### config.mk
export PLATFORM = sky130hd
export DESIGN_NAME = err_signal_gen_v2_flat
export DESIGN_NICKNAME = d
export VERILOG_FILES = /design/src/rtl/err_signal_gen_v2_if.sv /design/src/rtl/err_signal_gen_v2.sv /design/src/flat_wrapper.sv
export SDC_FILE = /design/constraint.sdc
export NUM_CORES = 1
export LEC_CHECK = 0
export BUFFER_PORTS_ARGS = -buffer_cell sky130_fd_sc_hd__buf_4
export CAP_MARGIN = 15
export CORE_ASPECT_RATIO = 1.2
export CORE_MARGIN = 2
export CORE_UTILIZATION = 45
export DETAILED_ROUTE_END_ITERATION = 16
export MAX_ROUTING_LAYER = met4
export PLACE_DENSITY = 0.66
export SYNTH_ARGS = -nofsm -noshare
export SYNTH_HDL_FRONTEND = slang
export SYNTH_SLANG_ARGS = --single-unit
### constraint.sdc
create_clock -name i_clk -period 5.2 [get_ports i_clk]
set_clock_uncertainty 0.1 [all_clocks]
set_input_delay 0.26 -clock i_clk [delete_from_list [all_inputs] [get_ports i_clk]]
set_output_delay 0.26 -clock i_clk [all_outputs]
set_load 0.005 [all_outputs]
### src/rtl/err_signal_gen_v2_if.sv
// Control/data bundle for the IRIS error-signal generator.
// The master side drives the i_* controls and ADC data. The slave side (the generator) drives the o_* results.
interface err_signal_gen_v2_if #(
    parameter int ADC_BIT  = 14,
    parameter int OUT_BIT  = 32,
    parameter int WAIT_BIT = 32,
    parameter int SEL_BIT  = 4
);
    logic                       i_en;
    logic                       i_polarity;
    logic                       i_trig;
    logic                       i_adc_vld;
    logic signed [ADC_BIT-1:0]  i_adc_data;
    logic        [WAIT_BIT-1:0] i_wait_cnt;
    logic signed [OUT_BIT-1:0]  i_err_offset;
    logic        [SEL_BIT-1:0]  i_avg_sel;
    logic signed [OUT_BIT-1:0]  o_err;
    logic                       o_err_vld;
    logic                       o_sat;
    logic                       o_trig_miss;
    logic                       o_sel_clamp;
    logic                       o_phase;

    modport master (
        output i_en, i_polarity, i_trig, i_adc_vld, i_adc_data,
               i_wait_cnt, i_err_offset, i_avg_sel,
        input  o_err, o_err_vld, o_sat, o_trig_miss, o_sel_clamp, o_phase
    );

    modport slave (
        input  i_en, i_polarity, i_trig, i_adc_vld, i_adc_data,
               i_wait_cnt, i_err_offset, i_avg_sel,
        output o_err, o_err_vld, o_sat, o_trig_miss, o_sel_clamp, o_phase
    );
endinterface

### src/rtl/err_signal_gen_v2.sv
// Two-phase error-signal generator for the IRIS loop.
// Each period averages the low-phase and high-phase ADC samples, then emits a saturated, offset-corrected difference.
module err_signal_gen_v2 #(
    parameter int ADC_BIT  = 14,
    parameter int OUT_BIT  = 32,
    parameter int AVG_MAX  = 10,
    parameter int WAIT_BIT = 32,
    parameter int SEL_BIT  = 4
) (
    input  logic          i_clk,
    input  logic          i_rst,
    err_signal_gen_v2_if.slave bus
);
    localparam int ACC_W = ADC_BIT + AVG_MAX;
    localparam int CNT_W = AVG_MAX + 1;
    localparam int SW    = (AVG_MAX < 1) ? 1 : $clog2(AVG_MAX + 1);
    localparam int CW    = OUT_BIT + 2;

    localparam logic [3:0] IDLE   = 4'd0;
    localparam logic [3:0] WAIT_L = 4'd1;
    localparam logic [3:0] STAB_L = 4'd2;
    localparam logic [3:0] ACQ_L  = 4'd3;
    localparam logic [3:0] WAIT_H = 4'd4;
    localparam logic [3:0] STAB_H = 4'd5;
    localparam logic [3:0] ACQ_H  = 4'd6;
    localparam logic [3:0] CALC   = 4'd7;
    localparam logic [3:0] OUT    = 4'd8;

    logic        [3:0]         state_q, state_d;
    logic        [WAIT_BIT-1:0] wait_q, wait_d;
    logic        [SW-1:0]      sel_q, sel_d;
    logic signed [ACC_W-1:0]   acc_q, acc_d;
    logic        [CNT_W-1:0]   cnt_q, cnt_d;
    logic signed [ADC_BIT-1:0] low_avg_q, low_avg_d;
    logic signed [ADC_BIT-1:0] high_avg_q, high_avg_d;
    logic signed [OUT_BIT-1:0] err_q, err_d;
    logic                      sat_q, sat_d;
    logic                      err_vld_q, err_vld_d;
    logic                      trig_miss_q, trig_miss_d;
    logic                      sel_clamp_q, sel_clamp_d;

    logic signed [ACC_W-1:0]   adc_ext;
    logic signed [ACC_W-1:0]   acc_sum;
    logic signed [ADC_BIT-1:0] avg_val;
    logic                      sample_last;
    logic                      sel_over;
    logic signed [CW-1:0]      low_ext, high_ext, off_ext, diff, calc_sum;
    logic                      calc_in_range;
    logic signed [OUT_BIT-1:0] calc_err;

    assign adc_ext     = {{AVG_MAX{bus.i_adc_data[ADC_BIT-1]}}, bus.i_adc_data};
    assign acc_sum     = acc_q + adc_ext;
    // Arithmetic shift floors the average toward -inf.
    assign avg_val     = ADC_BIT'(acc_sum >>> sel_q);
    assign sample_last = (cnt_q + CNT_W'(1)) == (CNT_W'(1) << sel_q);
    assign sel_over    = 32'(bus.i_avg_sel) > 32'(AVG_MAX);

    assign low_ext  = {{(CW-ADC_BIT){low_avg_q[ADC_BIT-1]}}, low_avg_q};
    assign high_ext = {{(CW-ADC_BIT){high_avg_q[ADC_BIT-1]}}, high_avg_q};
    assign off_ext  = {{2{bus.i_err_offset[OUT_BIT-1]}}, bus.i_err_offset};
    assign diff     = bus.i_polarity ? (low_ext - high_ext) : (high_ext - low_ext);
    assign calc_sum = diff + off_ext;
    // The sum fits in OUT_BIT bits only if its top three bits agree.
    assign calc_in_range = (&calc_sum[CW-1:OUT_BIT-1]) | ~(|calc_sum[CW-1:OUT_BIT-1]);
    assign calc_err = calc_in_range ? calc_sum[OUT_BIT-1:0]
                    : (calc_sum[CW-1] ? {1'b1, {(OUT_BIT-1){1'b0}}}
                                      : {1'b0, {(OUT_BIT-1){1'b1}}});

    always_comb begin
        state_d     = state_q;
        wait_d      = wait_q;
        sel_d       = sel_q;
        acc_d       = acc_q;
        cnt_d       = cnt_q;
        low_avg_d   = low_avg_q;
        high_avg_d  = high_avg_q;
        err_d       = err_q;
        sat_d       = sat_q;
        err_vld_d   = 1'b0;
        trig_miss_d = 1'b0;
        sel_clamp_d = sel_clamp_q;
        if (!bus.i_en) begin
            state_d = IDLE;
            acc_d   = '0;
            cnt_d   = '0;
        end else begin
            case (state_q)
                IDLE: state_d = WAIT_L;
                WAIT_L: begin
                    if (bus.i_trig) begin
                        wait_d  = bus.i_wait_cnt;
                        sel_d   = sel_over ? SW'(AVG_MAX) : SW'(bus.i_avg_sel);
                        if (sel_over) sel_clamp_d = 1'b1;
                        state_d = STAB_L;
                    end
                end
                WAIT_H: begin
                    if (bus.i_trig) begin
                        wait_d  = bus.i_wait_cnt;
                        state_d = STAB_H;
                    end
                end
                STAB_L, STAB_H: begin
                    trig_miss_d = bus.i_trig;
                    if (wait_q == '0) state_d = (state_q == STAB_L) ? ACQ_L : ACQ_H;
                    else              wait_d  = wait_q - WAIT_BIT'(1);
                end
                ACQ_L, ACQ_H: begin
                    trig_miss_d = bus.i_trig;
                    if (bus.i_adc_vld) begin
                        if (sample_last) begin
                            acc_d = '0;
                            cnt_d = '0;
                            if (state_q == ACQ_L) begin
                                low_avg_d = avg_val;
                                state_d   = WAIT_H;
                            end else begin
                                high_avg_d = avg_val;
                                state_d    = CALC;
                            end
                        end else begin
                            acc_d = acc_sum;
                            cnt_d = cnt_q + CNT_W'(1);
                        end
                    end
                end
                CALC: begin
                    err_d     = calc_err;
                    sat_d     = ~calc_in_range;
                    err_vld_d = 1'b1;
                    state_d   = OUT;
                end
                OUT:     state_d = WAIT_L;
                default: state_d = IDLE;
            endcase
        end
    end

    always_ff @(posedge i_clk) begin
        if (i_rst) begin
            state_q     <= IDLE;
            wait_q      <= '0;
            sel_q       <= '0;
            acc_q       <= '0;
            cnt_q       <= '0;
            low_avg_q   <= '0;
            high_avg_q  <= '0;
            err_q       <= '0;
            sat_q       <= 1'b0;
            err_vld_q   <= 1'b0;
            trig_miss_q <= 1'b0;
            sel_clamp_q <= 1'b0;
        end else begin
            state_q     <= state_d;
            wait_q      <= wait_d;
            sel_q       <= sel_d;
            acc_q       <= acc_d;
            cnt_q       <= cnt_d;
            low_avg_q   <= low_avg_d;
            high_avg_q  <= high_avg_d;
            err_q       <= err_d;
            sat_q       <= sat_d;
            err_vld_q   <= err_vld_d;
            trig_miss_q <= trig_miss_d;
            sel_clamp_q <= sel_clamp_d;
        end
    end

    assign bus.o_err       = err_q;
    assign bus.o_err_vld   = err_vld_q;
    assign bus.o_sat       = sat_q;
    assign bus.o_trig_miss = trig_miss_q;
    assign bus.o_sel_clamp = sel_clamp_q;
    assign bus.o_phase     = (state_q == WAIT_H) || (state_q == STAB_H) || (state_q == ACQ_H);
endmodule

### src/flat_wrapper.sv
// flat-port wrapper written by rule: the top's interface ports become plain ports
module err_signal_gen_v2_flat 
#(
    parameter int ADC_BIT  = 14,
    parameter int OUT_BIT  = 32,
    parameter int AVG_MAX  = 10,
    parameter int WAIT_BIT = 32,
    parameter int SEL_BIT  = 4
)
  (i_clk, i_rst, bus_i_en, bus_i_polarity, bus_i_trig, bus_i_adc_vld, bus_i_adc_data, bus_i_wait_cnt, bus_i_err_offset, bus_i_avg_sel, bus_o_err, bus_o_err_vld, bus_o_sat, bus_o_trig_miss, bus_o_sel_clamp, bus_o_phase);
  err_signal_gen_v2_if #(.ADC_BIT(ADC_BIT), .OUT_BIT(OUT_BIT), .WAIT_BIT(WAIT_BIT), .SEL_BIT(SEL_BIT)) bus_i ();
  input  logic i_clk;
  input  logic i_rst;
  input wire logic [$bits(bus_i.i_en)-1:0] bus_i_en;
  input wire logic [$bits(bus_i.i_polarity)-1:0] bus_i_polarity;
  input wire logic [$bits(bus_i.i_trig)-1:0] bus_i_trig;
  input wire logic [$bits(bus_i.i_adc_vld)-1:0] bus_i_adc_vld;
  input wire logic [$bits(bus_i.i_adc_data)-1:0] bus_i_adc_data;
  input wire logic [$bits(bus_i.i_wait_cnt)-1:0] bus_i_wait_cnt;
  input wire logic [$bits(bus_i.i_err_offset)-1:0] bus_i_err_offset;
  input wire logic [$bits(bus_i.i_avg_sel)-1:0] bus_i_avg_sel;
  output wire logic [$bits(bus_i.o_err)-1:0] bus_o_err;
  output wire logic [$bits(bus_i.o_err_vld)-1:0] bus_o_err_vld;
  output wire logic [$bits(bus_i.o_sat)-1:0] bus_o_sat;
  output wire logic [$bits(bus_i.o_trig_miss)-1:0] bus_o_trig_miss;
  output wire logic [$bits(bus_i.o_sel_clamp)-1:0] bus_o_sel_clamp;
  output wire logic [$bits(bus_i.o_phase)-1:0] bus_o_phase;
  assign bus_i.i_en = bus_i_en;
  assign bus_i.i_polarity = bus_i_polarity;
  assign bus_i.i_trig = bus_i_trig;
  assign bus_i.i_adc_vld = bus_i_adc_vld;
  assign bus_i.i_adc_data = bus_i_adc_data;
  assign bus_i.i_wait_cnt = bus_i_wait_cnt;
  assign bus_i.i_err_offset = bus_i_err_offset;
  assign bus_i.i_avg_sel = bus_i_avg_sel;
  assign bus_o_err = bus_i.o_err;
  assign bus_o_err_vld = bus_i.o_err_vld;
  assign bus_o_sat = bus_i.o_sat;
  assign bus_o_trig_miss = bus_i.o_trig_miss;
  assign bus_o_sel_clamp = bus_i.o_sel_clamp;
  assign bus_o_phase = bus_i.o_phase;
  err_signal_gen_v2 #(.ADC_BIT(ADC_BIT), .OUT_BIT(OUT_BIT), .AVG_MAX(AVG_MAX), .WAIT_BIT(WAIT_BIT), .SEL_BIT(SEL_BIT)) u_core (.i_clk(i_clk), .i_rst(i_rst), .bus(bus_i));
endmodule
After elaboration in Yosys (flattened, before gate mapping)
Index checks and enable logic that the tools add are counted.
W data, S select, Z words.
{"block": "totals", "regBits": 139, "inputBits": 88, "out_inout_bits": 37, "elab_cells": 83}
{"block": "op_classes", "n_addsub": 6, "magnitude_cmp": 1, "n_eq_ne": 16, "n_shift": 2, "mux": 18, "n_bitwise": 6, "n_reduce_logical": 22}
{"op": "$mux W32", "count": 4}
{"op": "$pmux W32 S2", "count": 1}
{"op": "$add A34 B32 Y34", "count": 1}
{"op": "$mux W34", "count": 1}
{"op": "$logic_not A32 Y1", "count": 1}
{"op": "$sub A32 B1 Y32 const B", "count": 1}
{"op": "$sub A14 B14 Y15", "count": 2}
{"op": "$add A24 B14 Y24", "count": 1}
{"op": "$mux W24", "count": 1}
{"op": "$mux W4", "count": 6}
{"op": "$pmux W4 S6", "count": 1}
{"op": "$sshr A24 B4 Y14", "count": 1}
{"op": "$eq A4 B3 Y1 const B", "count": 4}
{"op": "$reduce_and A5 Y1", "count": 3}
{"op": "$add A11 B1 Y11 const B", "count": 1}
{"op": "$eq A11 B11 Y1", "count": 1}
{"op": "$mux W11", "count": 1}
{"op": "$shl A1 B4 Y11 const A", "count": 1}
{"op": "$reduce_or A2 Y1", "count": 5}
{"op": "$eq A4 B2 Y1 const B", "count": 2}
{"op": "$ne A2 B2 Y1 const B", "count": 4}
{"op": "$reduce_and A4 Y1", "count": 2}
{"op": "$ne A2 B1 Y1 const B", "count": 3}
{"op": "$reduce_and A3 Y1", "count": 2}
{"op": "other kinds (14)", "count": 21}

Depth between registers and ports, before layout
Gate-level depths: netlist of the first run.
{"block": "logic_depth", "ltp_word": 7, "mapped_depth": 25, "ltp_nobuf": 23}

Least setup slack after synthesis of the first run
No wires, ideal clock.
{"block": "synth_path", "path_kind": "register to register", "startpoint": "register u_core.low_avg_q[0]", "endpoint": "register u_core.err_q[30], in the netlist u_core.bus.o_err[30]", "setup_ns": 0.086, "arrival_time_ns": 5.393, "required_ns": 5.014, "slack_ns": -0.378, "path_stages_with_launch": 25, "path_buffers": 1, "period_less_slack_ns": 5.578, "cell_sequence": "dfxtp_1 > inv_1 > ha_1 > inv_1 > fa_1 > a21oi_1 > nor2_1 > o31ai_1 > a31oi_1 > o221ai_1 > a21oi_1 > o21ai_0 > a21boi_0 > o22ai_1 > ha_1 > a21oi_1 > o21a_1 > a2bb2oi_1 > and4b_1 > a31oi_1 > a22o_1 > o31ai_1 > clkbuf_1 > o211ai_1 > a211oi_1"}
{"block": "synth_between", "elab_chain_cells": 7, "elab_cells_between_ends": 10, "cone_classes": "add/sub: 3; mux: 3; bitwise: 2; reduce/logical: 2"}
{"item": "start, declared", "line": "err_signal_gen_v2.sv:34", "text": "logic signed [ADC_BIT-1:0] low_avg_q, low_avg_d;"}
{"item": "start signal, assigned", "line": "err_signal_gen_v2.sv:159", "text": "low_avg_q <= low_avg_d;"}
{"item": "$sub A14 B14 Y15", "line": "err_signal_gen_v2.sv:61", "text": "assign diff = bus.i_polarity ? (low_ext - high_ext) : (high_ext - low_ext);"}
{"item": "$mux W34 (*)", "line": "err_signal_gen_v2.sv:61"}
{"item": "$add A34 B32 Y34 (*)", "line": "err_signal_gen_v2.sv:62", "text": "assign calc_sum = diff + off_ext;"}
{"item": "$reduce_or A3 Y1", "line": "err_signal_gen_v2.sv:64", "text": "assign calc_in_range = (&calc_sum[CW-1:OUT_BIT-1]) | ~(|calc_sum[CW-1:OUT_BIT-1]);"}
{"item": "$not A1 Y1", "line": "err_signal_gen_v2.sv:64"}
{"item": "$or A1 B1 Y1", "line": "err_signal_gen_v2.sv:64"}
{"item": "$mux W32 (*)", "line": "err_signal_gen_v2.sv:65", "text": "assign calc_err = calc_in_range ? calc_sum[OUT_BIT-1:0]"}
{"item": "end signal, assigned", "line": "err_signal_gen_v2.sv:161", "text": "err_q <= err_d;"}
{"item": "end, declared", "line": "err_signal_gen_v2.sv:36", "text": "logic signed [OUT_BIT-1:0] err_q, err_d;"}
Every way passes the cells marked *; elsewhere a longest branch is shown, timed or not.
A chain may end at the register's enable or synchronous reset.

Final worst setup path of the first run
{"block": "layout_path", "startpoint": "register u_core.high_avg_q[0]", "endpoint": "register u_core.err_q[2], in the netlist u_core.bus.o_err[2]"}
{"block": "layout_between", "elab_chain_cells": 7, "elab_cells_between_ends": 10, "cone_classes": "add/sub: 3; mux: 3; bitwise: 2; reduce/logical: 2"}
{"item": "start, declared", "line": "err_signal_gen_v2.sv:35", "text": "logic signed [ADC_BIT-1:0] high_avg_q, high_avg_d;"}
{"item": "start signal, assigned", "line": "err_signal_gen_v2.sv:160", "text": "high_avg_q <= high_avg_d;"}
{"item": "$sub A14 B14 Y15", "line": "err_signal_gen_v2.sv:61"}
{"item": "$mux W34 (*)", "line": "err_signal_gen_v2.sv:61"}
{"item": "$add A34 B32 Y34 (*)", "line": "err_signal_gen_v2.sv:62"}
{"item": "$reduce_or A3 Y1", "line": "err_signal_gen_v2.sv:64"}
{"item": "$not A1 Y1", "line": "err_signal_gen_v2.sv:64"}
{"item": "$or A1 B1 Y1", "line": "err_signal_gen_v2.sv:64"}
{"item": "$mux W32 (*)", "line": "err_signal_gen_v2.sv:65"}
Marked as above.

==> flow_metrics.tcl, run 1 <==
set metrics [dict create \
    firstDrtPassIters 5 \
    clkLatencyLatePin_ps 440 \
    via_count 13100 \
    hold_viol_final 0 \
    yosysWarnings 0 \
    coreArea_um2 27700 \
    synth.distinct_cells 97 \
    synth-simple-area-share_pct 23.8 \
    cp.arrival_ps 5530 \
    place_ws_ps -551 \
    start_kind "flip-flop" \
    cts_buffers 17 \
    ioPinCount 125 \
    max-slew-margin-rel_pct 41.5 \
    synth_top_family_by_area "compound AO/OA/AOI/OAI gates" \
    grt_util_met1_pct 31.1 \
    cts_tree "built" \
    drc 0 \
    synth_compound_area_share_pct 30.3 \
    grt_busiest_layer "met2" \
    setup_viol 22 \
    drv_cap 0 \
    htreeDepth 4 \
    violations "negative setup slack" \
    met3_usage_pct 4.10 \
    netlist_top_cells_count "170 x nor2_1, 149 x a21oi_1, 139 x dfxtp_1" \
    grt-ovfl-total 0 \
    ant_nets 0 \
    yosys.area.top_type_share_pct 22.1 \
    grt_pass1_wl_um 61400 \
    synth_largest_area_cell "dfxtp_1" \
    drive_gt1_share_pct 21.6 \
    synth-main-ff-cell "dfxtp_1" \
    synthArstFlopShare_pct 0 \
    period_share_pct 101 \
    synth_adder_area_share_pct 9.07 \
    hp-class "primary input to flip-flop" \
    hold_ws_ps 32.5 \
    start_util_pct 45.5 \
    drt-total-wl_um 38200 \
    nNetsFinal 1990 \
    worstPathRequired_ps 5450 \
    synthToLayoutAreaGrowth_pct 22.6 \
    period_minus_slack_ps 5280 \
    ys_ff_latch 139 \
    dieArea_um2 29400 \
    p_leak_nw 6.10 \
    max_stage_delay_ps 520 \
    clk_pin_slew_ps 60 \
    port_buffers 124 \
    synth_enable_flop_cells 0 \
    post_drt_wl_per_cell_um 17.3 \
    dieHeight_um 187 \
    tightest_slew_ps 868 \
    yosysMostFrequentCell "nor2_1" \
    routabilityCongestion 0.985 \
    grt_pass1_vias 12300 \
    cp_top_family "compound AO/OA/AOI/OAI gates" \
    grtUsageMet2_pct 44.1 \
    grt_max_degree 65 \
    antenna_found_initial 0 \
    clk_path_buf_depth 2 \
    dieWidth_um 157 \
    antenna_cells 0 \
    synth_xor_area_share_pct 4.69 \
    dp.final_hpwl_um 28100 \
    synth.avg_cell_area_um2 7.52 \
    synth_area_um2 12600 \
    root_buffer "clkbuf_16" \
    max_freq_mhz 190 \
    grt_usage_pct 26.1 \
    peakVddDrop_mv 0.213 \
    synth_cells 1678 \
    cp_slowest_cell "o31ai_4" \
    drtIter0Drc 980 \
    path_class "flip-flop to flip-flop" \
    vias_per_cell 5.95 \
    crit_top_cell "a21oi_2" \
    p_per_area_nw_per_um2 211 \
    yosysSeqAreaShare_pct 22.1 \
    worstPathMaxFanout 7 \
    status "finished with violations" \
    muxShareOfSynthArea_pct 4.22 \
    fp-row-count 67 \
    setup_ws_ps -76.6 \
    syn_nets 1855 \
    grt_setup_unrepaired "yes" \
    critPathBufInv 5 \
    synthTopCellsByArea "dfxtp_1 22%, ha_1 8.4%, a21oi_1 5.9%" \
    drv_slew 0 \
    crit_path_end_kind "flip-flop" \
    clock-sinks 139 \
]
[cells by family (layout without fill, tap and decap cells)]
family | Yosys count | count (layout)
buf+inv | 182 | 330
flops | 139 | 139
xor+xnor | 66 | 66
mux | 43 | 43
simple gates | 586 | 586
compound gates | 573 | 573
fa+ha+maj | 89 | 89
[layout by cell type, fill, tap and decap left out, drive strengths merged, types with 7 or more instances in the layout]
cell     count
a211o       14
a211oi      59
a21boi       9
a21o        31
a21oi      152
a221oi      12
a22oi       12
a2bb2oi      8
a31oi       16
and2        15
and3         8
and4         7
buf        223
clkbuf      20
dfxtp      139
ha          85
inv         75
mux2        11
mux2i       25
mux4         7
nand2      126
nand2b      19
nand3       38
nand3b       8
nand4       28
nor2       170
nor2b       17
nor3        54
nor3b       17
nor4        15
o211ai      20
o21ai      142
o21bai       9
o22ai        8
o31ai       16
or2         14
or3         27
or4          8
xnor2       42
xor2        23
[through the flow]
stage / setup TNS [ps] / instances / instance area (µm²) / power, mW / utilization [%]
floorplan: 0 / 1678 / 12600 / 1.63 / -
global placement: -10400 / 2157 / 14300 / 1.88 / 51.5
detailed placement: -16120 / 2157 / 14300 / 1.89 / 51.5
CTS: 0 / 2194 / 15000 / 3.20 / 54.2
global route: -11050 / 2205 / 15500 / 3.41 / 55.7
finish: -722 / 2205 / 15500 / 3.26 / 55.7
[final cells by class]
cell class | count | area, µm²
timing repair buffer | 229 | 1870
multi-input combinational | 1357 | 9460
inverter | 69 | 259
sequential | 139 | 2790
clock buffer | 17 | 425
tap | 379 | 474
fill | 2619 | 12300
clock inverter | 15 | 185
[state kept, by name (all words and copies together) (netlist names)]
| signal | flops |
|---|---|
| u_core.bus.o_sat | 1 |
| u_core.bus.o_sel_clamp | 1 |
| u_core.wait_q | 32 |
| u_core.cnt_q | 11 |
| u_core.low_avg_q | 14 |
| u_core.bus.o_err_vld | 1 |
| u_core.state_q | 4 |
| u_core.bus.o_err | 32 |
| u_core.high_avg_q | 14 |
| u_core.sel_q | 4 |
| u_core.bus.o_trig_miss | 1 |
| u_core.acc_q | 24 |
[layer usage]
layer	routed length (µm)	part of all wire (%)
met4	1190	3.1
met3	2000	5.2
met2	19000	50
met1	15900	42
met5	0	0
[where the power goes]
part | switching (mW) | internal (mW)
registers | 0.0164 | 1.08
logic | 0.480 | 0.385
clock network | 0.535 | 0.763
total | 1.03 | 2.22
[path summary, 6_finish.rpt]
kind                       endpoint  slack (ps)  cells past startpoint            startpoint
min          u_core.bus.o_trig_miss          30                      2            bus_i_trig
max             u_core.bus.o_err[2]         -80                     26  u_core.high_avg_q[0]
max reg2reg     u_core.bus.o_err[2]         -80                     26  u_core.high_avg_q[0]
min reg2reg        u_core.acc_q[19]         370                      2      u_core.acc_q[19]
[worst register-to-register path: cells and delay by family, from the launching register on]
kind,cells,cell delay [ps]
adder cells (fa/ha/maj),3,760
buffers and inverters,5,740
AO/OA/AOI/OAI,16,3060
AND/OR/NAND/NOR,2,160
flip-flops,1,360
[repair_timing]
action,in CTS,in global routing
endpoints found under the setup margin,32,32
pin swaps,4,18
hold buffers,3,0
setup buffers,2,7
resized for setup,12,83
endpoints found under the hold margin,3,0
gates cloned,0,4
Note: power is estimated with default switching activity, not from simulation.
==> run 2, diff against run 1 <==
--- a/config.mk
+++ b/config.mk
@@ -12,7 +12,7 @@
 export CORE_UTILIZATION = 45
 export DETAILED_ROUTE_END_ITERATION = 16
 export MAX_ROUTING_LAYER = met4
-export PLACE_DENSITY = 0.66
+export RECOVER_POWER = 50
 export SYNTH_ARGS = -nofsm -noshare
 export SYNTH_HDL_FRONTEND = slang
 export SYNTH_SLANG_ARGS = --single-unit
==> constraint.sdc (replaced) <==
create_clock -name i_clk -period 5.8 [get_ports i_clk]
set_clock_uncertainty 0.1 [all_clocks]
set_input_delay 0.29 -clock i_clk [delete_from_list [all_inputs] [get_ports i_clk]]
set_output_delay 0.29 -clock i_clk [all_outputs]
set_load 0.005 [all_outputs]
==> run 2 against run 1 <==
The flow finishes with violations (max-capacitance violations, max-slew violations). Sequential share of layout area is 1.2 points higher. Combinational power down 23%. Count of clock-buffer cells in the layout grew 1. Maximum frequency down 0.80%. Cell count is 3.5% lower. Power down 14%. Critical path type unchanged. Critical endpoint is now u_core.bus.o_err[7]. Largest cell class unchanged. Highest routed layer unchanged.
==> flow_metrics.tcl, run 2 (synthesized netlist as in run 1, its figures left out) <==
set metrics [dict create \
    r2r-end "u_core.bus.o_err[7]" \
    power_frac_seq_pct 34.9 \
    max_freq_mhz 188 \
    grt_pass1_wl_um 61000 \
    coreArea_um2 27700 \
    clock-sinks 139 \
    p_leak_nw 5.62 \
    drive_gt1_share_pct 15.0 \
    grt_max_degree 65 \
    hp-class "primary input to flip-flop" \
    hold_path_startpoint "bus_i_avg_sel[0]" \
    dp_cells 2096 \
    drc 0 \
    htreeDepth 4 \
    status "finished with violations" \
    clockPowerShare_pct 41.5 \
    port_buffers 124 \
    cp_slowest_cell "fa_1" \
    hold_viol_final 0 \
    cts_tree "built" \
    worstPathMaxFanout 32 \
    power_mw 2.81 \
    ant_nets 0 \
    start_util_pct 45.5 \
    drv_slew 94 \
    max_stage_delay_ps 400 \
    setup_ws_ps 481 \
    worstPathRequired_ps 6040 \
    vias_per_cell 5.93 \
    place_ws_ps -24.1 \
    p_sw_share_pct 31.3 \
    reg2reg_depth 25 \
    placed_cell_area_um2 13800 \
    final_cells 2128 \
    cts_buffers 17 \
    clk_pin_slew_ps 70 \
    setup_viol 0 \
    critPathBufInv 4 \
    ioPinCount 125 \
    tightest_slew_ps 2570 \
    cp_top_family "compound AO/OA/AOI/OAI gates" \
    pwr-share-comb_pct 23.6 \
    synthToLayoutAreaGrowth_pct 14.6 \
    violations "max-capacitance violations, max-slew violations" \
    cellInternalPower_mw 1.93 \
    r2r-start "u_core.high_avg_q[0]" \
    layout_commonest_cell "nor2_1" \
    grt_pass1_vias 12200 \
    p_switching_mw 0.879 \
    drtIter0Drc 742 \
    clk_path_buf_depth 2 \
    crit_path_end_kind "flip-flop" \
    path_class "flip-flop to flip-flop" \
    period_minus_slack_ps 5320 \
    via_count 12600 \
    grt-ovfl-total 0 \
    peakVddDrop_mv 0.187 \
    drv_cap 2 \
    start_kind "flip-flop" \
    clkLatencyLatePin_ps 440 \
    dieWidth_um 157 \
    nNetsFinal 1913 \
    cp.arrival_ps 5560 \
    dieHeight_um 187 \
    firstDrtPassIters 5 \
    reg2reg_slack_ps 480 \
    hold_ws_ps 35.0 \
    fp-row-count 67 \
    post_drt_wl_per_cell_um 17.3 \
    dieArea_um2 29400 \
    antenna_found_initial 0 \
    period_share_pct 91.7 \
    grt_usage_pct 25.9 \
    min_to "u_core.sel_q[0]" \
    post_cts_buffers 0 \
    routabilityCongestion 0.958 \
    hold_path_depth 3 \
    antenna_cells 0 \
    root_buffer "clkbuf_16" \
    layout.cells.most_common_list "168 x nor2_1, 147 x a21oi_1, 139 x dfxtp_1" \
    n_fill_cell 2768 \
    p_per_area_nw_per_um2 195 \
    max-slew-margin-rel_pct -71.4 \
    grt_setup_unrepaired "no" \
    drt-total-wl_um 36900 \
    dp.final_hpwl_um 27900 \
    fin_area_um2 14500 \
]
run 2: changes by cell type in the layout (fill, tap and decap cells not counted), moves of 7 or more:
cell and change:
o21ai_0 +22, clkbuf_1 +9, buf_4 -101, o21ai_1 -16, buf_6 -7, ha_4 -7, clkbuf_4 +30, a21oi_2 -15
ha_1 +8, a21oi_1 +15
run 2: cell type report:
| class | count | area (µm²) | share of cell area (%) |
|---|---|---|---|
| clock inverters | 14 | 181 | 1.26 |
| inverters | 69 | 259 | 1.79 |
| multi-input cells | 1357 | 9170 | 63.5 |
| well taps | 379 | 474 | 3.28 |
| clock buffers | 18 | 439 | 3.04 |
| repair buffers | 152 | 1140 | 7.92 |
| flip-flops and latches | 139 | 2780 | 19.3 |
run 2: tightest hold or removal path, cell delays in order:
cell and delay [ps]:
buf_4 110, a22oi_1 70, nor2_1 70
run 2: repair_timing:
action                                  in CTS  in global routing
hold buffers                                 0                  0
resized for setup                            1                 12
endpoints found under the setup margin       1                 32
cloned                                       0                  0
pin swaps                                    0                  1
run 2: power by group through the flow:
stage | Clock [mW] | Sequential, mW | Combinational, mW
6_report | 1.17 | 0.981 | 0.663
5_1_grt | 1.24 | 0.983 | 0.737
4_1_cts | 1.20 | 0.981 | 0.658
3_5_place_dp | 0 | 1.00 | 0.654
3_3_place_gp | 0 | 1.00 | 0.651
2_1_floorplan | 0 | 0.996 | 0.467
run 2: layer usage:
layer | share of wire, % | vias up | track usage, %
li1 | - | 6339 | -
met1 | 44 | 5900 | 30.5
met2 | 49 | 301 | 44.3
met3 | 3.7 | 79 | 3.82
met4 | 3.1 | 0 | 9.56
met5 | 0 | - | -
run 2: per-stage QoR:
step | util (%) | setup TNS, ps
3_5_place_dp | 49.8 | -24.1
6_report | 52.1 | 0
5_1_grt | 52.1 | 0
3_3_place_gp | 49.8 | 0
4_1_cts | 52.0 | 0
2_1_floorplan | - | 0
run 2: worst max-delay path by stage:
stage | startpoint | end | slack (ps) | cells after the start
finish | u_core.high_avg_q[0] | u_core.bus.o_err[7] | 480 | 25
floorplan | u_core.low_avg_q[0] | u_core.bus.o_err[30] | 220 | 24
global route | u_core.high_avg_q[0] | u_core.bus.o_err[21] | 10 | 25
CTS | u_core.high_avg_q[0] | u_core.bus.o_err[7] | 120 | 25
global placement | u_core.high_avg_q[0] | u_core.bus.o_sat | 180 | 25
detailed placement | u_core.high_avg_q[0] | u_core.bus.o_sat | -20 | 25
==> run 3, diff against run 2 <==
--- a/config.mk
+++ b/config.mk
@@ -12,7 +12,6 @@
 export CORE_UTILIZATION = 45
 export DETAILED_ROUTE_END_ITERATION = 16
 export MAX_ROUTING_LAYER = met4
-export RECOVER_POWER = 50
 export SYNTH_ARGS = -nofsm -noshare
 export SYNTH_HDL_FRONTEND = slang
 export SYNTH_SLANG_ARGS = --single-unit
==> run 3 against run 2 <==
The run now ends clean. First-iteration DRC count decreased by 0.67%. Cell count stayed put. Sequential power barely moved. Worst setup slack lost 10 ps. Combinational power is essentially flat. Worst hold slack better by 0.99 ps. Power about the same. Largest cell class unchanged.
==> flow_metrics.tcl, run 3 (synthesized netlist as in run 1, its figures left out) <==
set metrics [dict create \
    grt_pass1_vias 12200 \
    hold_viol_final 0 \
    grt_pass1_wl_um 61000 \
    drive_gt1_share_pct 15.6 \
    coreArea_um2 27700 \
    setup_ws_ps 470 \
    max_stage_delay_ps 400 \
    setup_viol 0 \
    cp_slowest_cell "fa_1" \
    antenna_found_initial 0 \
    cp.arrival_ps 5570 \
    crit_path_end_kind "flip-flop" \
    ioPinCount 125 \
    clock-sinks 139 \
    clk_pin_slew_ps 70 \
    period_share_pct 91.9 \
    post_drt_wl_per_cell_um 17.4 \
    cts_tree "built" \
    antenna_cells 0 \
    clk_path_buf_depth 2 \
    power_mw 2.81 \
    p_per_area_nw_per_um2 194 \
    regArea_um2 2780 \
    worstPathMaxFanout 32 \
    critPathBufInv 4 \
    max_freq_mhz 188 \
    peakVddDrop_mv 0.187 \
    dp.final_hpwl_um 27900 \
    dieArea_um2 29400 \
    start_util_pct 45.5 \
    grt_usage_pct 25.9 \
    drtIter0Drc 737 \
    start_kind "flip-flop" \
    path_class "flip-flop to flip-flop" \
    multi_input_area_um2 9180 \
    vias_per_cell 5.95 \
    drv_slew 0 \
    tightest_slew_ps 897 \
    layout.cells.most_common_list "168 x nor2_1, 149 x buf_4, 147 x a21oi_1" \
    routabilityCongestion 0.958 \
    cts_buffers 17 \
    grt_setup_unrepaired "no" \
    dieHeight_um 187 \
    drt-total-wl_um 37000 \
    htreeDepth 4 \
    synthToLayoutAreaGrowth_pct 14.9 \
    status "finished clean" \
    dieWidth_um 157 \
    period_minus_slack_ps 5330 \
    post_cts_buffers 0 \
    grt_max_degree 65 \
    ant_nets 0 \
    firstDrtPassIters 5 \
    fp-row-count 67 \
    worstPathRequired_ps 6040 \
    p_leak_nw 5.68 \
    n_fill_cell 2755 \
    root_buffer "clkbuf_16" \
    grt-ovfl-total 0 \
    port_buffers 124 \
    max-slew-margin-rel_pct 40.2 \
    via_count 12700 \
    hp-class "primary input to flip-flop" \
    place_ws_ps -24.1 \
    clkLatencyLatePin_ps 440 \
    cp_top_family "compound AO/OA/AOI/OAI gates" \
    drc 0 \
    nNetsFinal 1913 \
    layout_commonest_cell "nor2_1" \
    drv_cap 0 \
]
## run 3: cell types whose count changed in the layout (fill, tap and decap cells not counted)
cell      before  now
nor3_2         0    1
a21boi_0       6    5
clkbuf_1       9    0
a211oi_1      48   47
buf_4        110  149
a211oi_2      11   12
a21boi_1       2    3
clkbuf_4      30    0
o21ai_0      134  133
nor3_1        53   52
o21ai_1        7    8
## run 3: layout make-up
cell class	instances	share of cell area, %
Inverter	69	1.79
Sequential cell	139	19.2
Clock inverter	14	1.25
Multi-Input combinational cell	1357	63.3
Timing Repair Buffer	152	8.13
Clock buffer	18	3.03
Tap cell	379	3.27
## run 3: worst register-to-register path, delay by kind of cell, from the launching register on
family	cells	cell delay, ps
AOI/OAI and AO/OA	16	3060
and+or+nand+nor	2	380
adders and majority gates	3	860
buffers and inverters	4	500
DFF	1	320
## run 3: path summary, 6_finish.rpt
path	startpoint	to	slack, ps	cells past startpoint
hold reg to reg	u_core.acc_q[19]	u_core.acc_q[19]	360	2
hold / removal	bus_i_avg_sel[0]	u_core.sel_q[0]	40	3
setup / recovery	u_core.high_avg_q[0]	u_core.bus.o_err[7]	470	25
setup reg to reg	u_core.high_avg_q[0]	u_core.bus.o_err[7]	470	25
## run 3: per-stage QoR
| stage | instance area (µm²) | instances | hold WS (ps) | util [%] | TNS, ps |
|---|---|---|---|---|---|
| floorplan | 12600 | 1678 | 326 | - | 0 |
| global placement | 13800 | 2096 | 343 | 49.8 | 0 |
| detailed placement | 13800 | 2096 | 361 | 49.8 | -24.1 |
| CTS | 14400 | 2128 | 13.3 | 52.0 | 0 |
| global route | 14500 | 2128 | 42.9 | 52.2 | 0 |
| finish | 14500 | 2128 | 36.0 | 52.2 | 0 |
## run 3: report_power, final
part	switching, mW	internal [mW]
Clock	0.473	0.696
Sequential	0.0153	0.966
Combinational	0.392	0.272
Total	0.881	1.93
## run 3: repair_timing
item / 4_1_cts / 5_1_grt
endpoints found under the hold margin: 0 / 0
resized for setup: 1 / 12
pin swaps: 0 / 1
hold buffers: 0 / 0
setup endpoints to repair: 1 / 32
## run 3: metal layers
layer,track usage [%],vias to the layer above,routed length [µm]
met5,-,-,0
met4,9.56,0,1050
met3,3.82,69,1450
met2,44.3,305,18300
met1,30.5,5944,16100
li1,-,6335,-
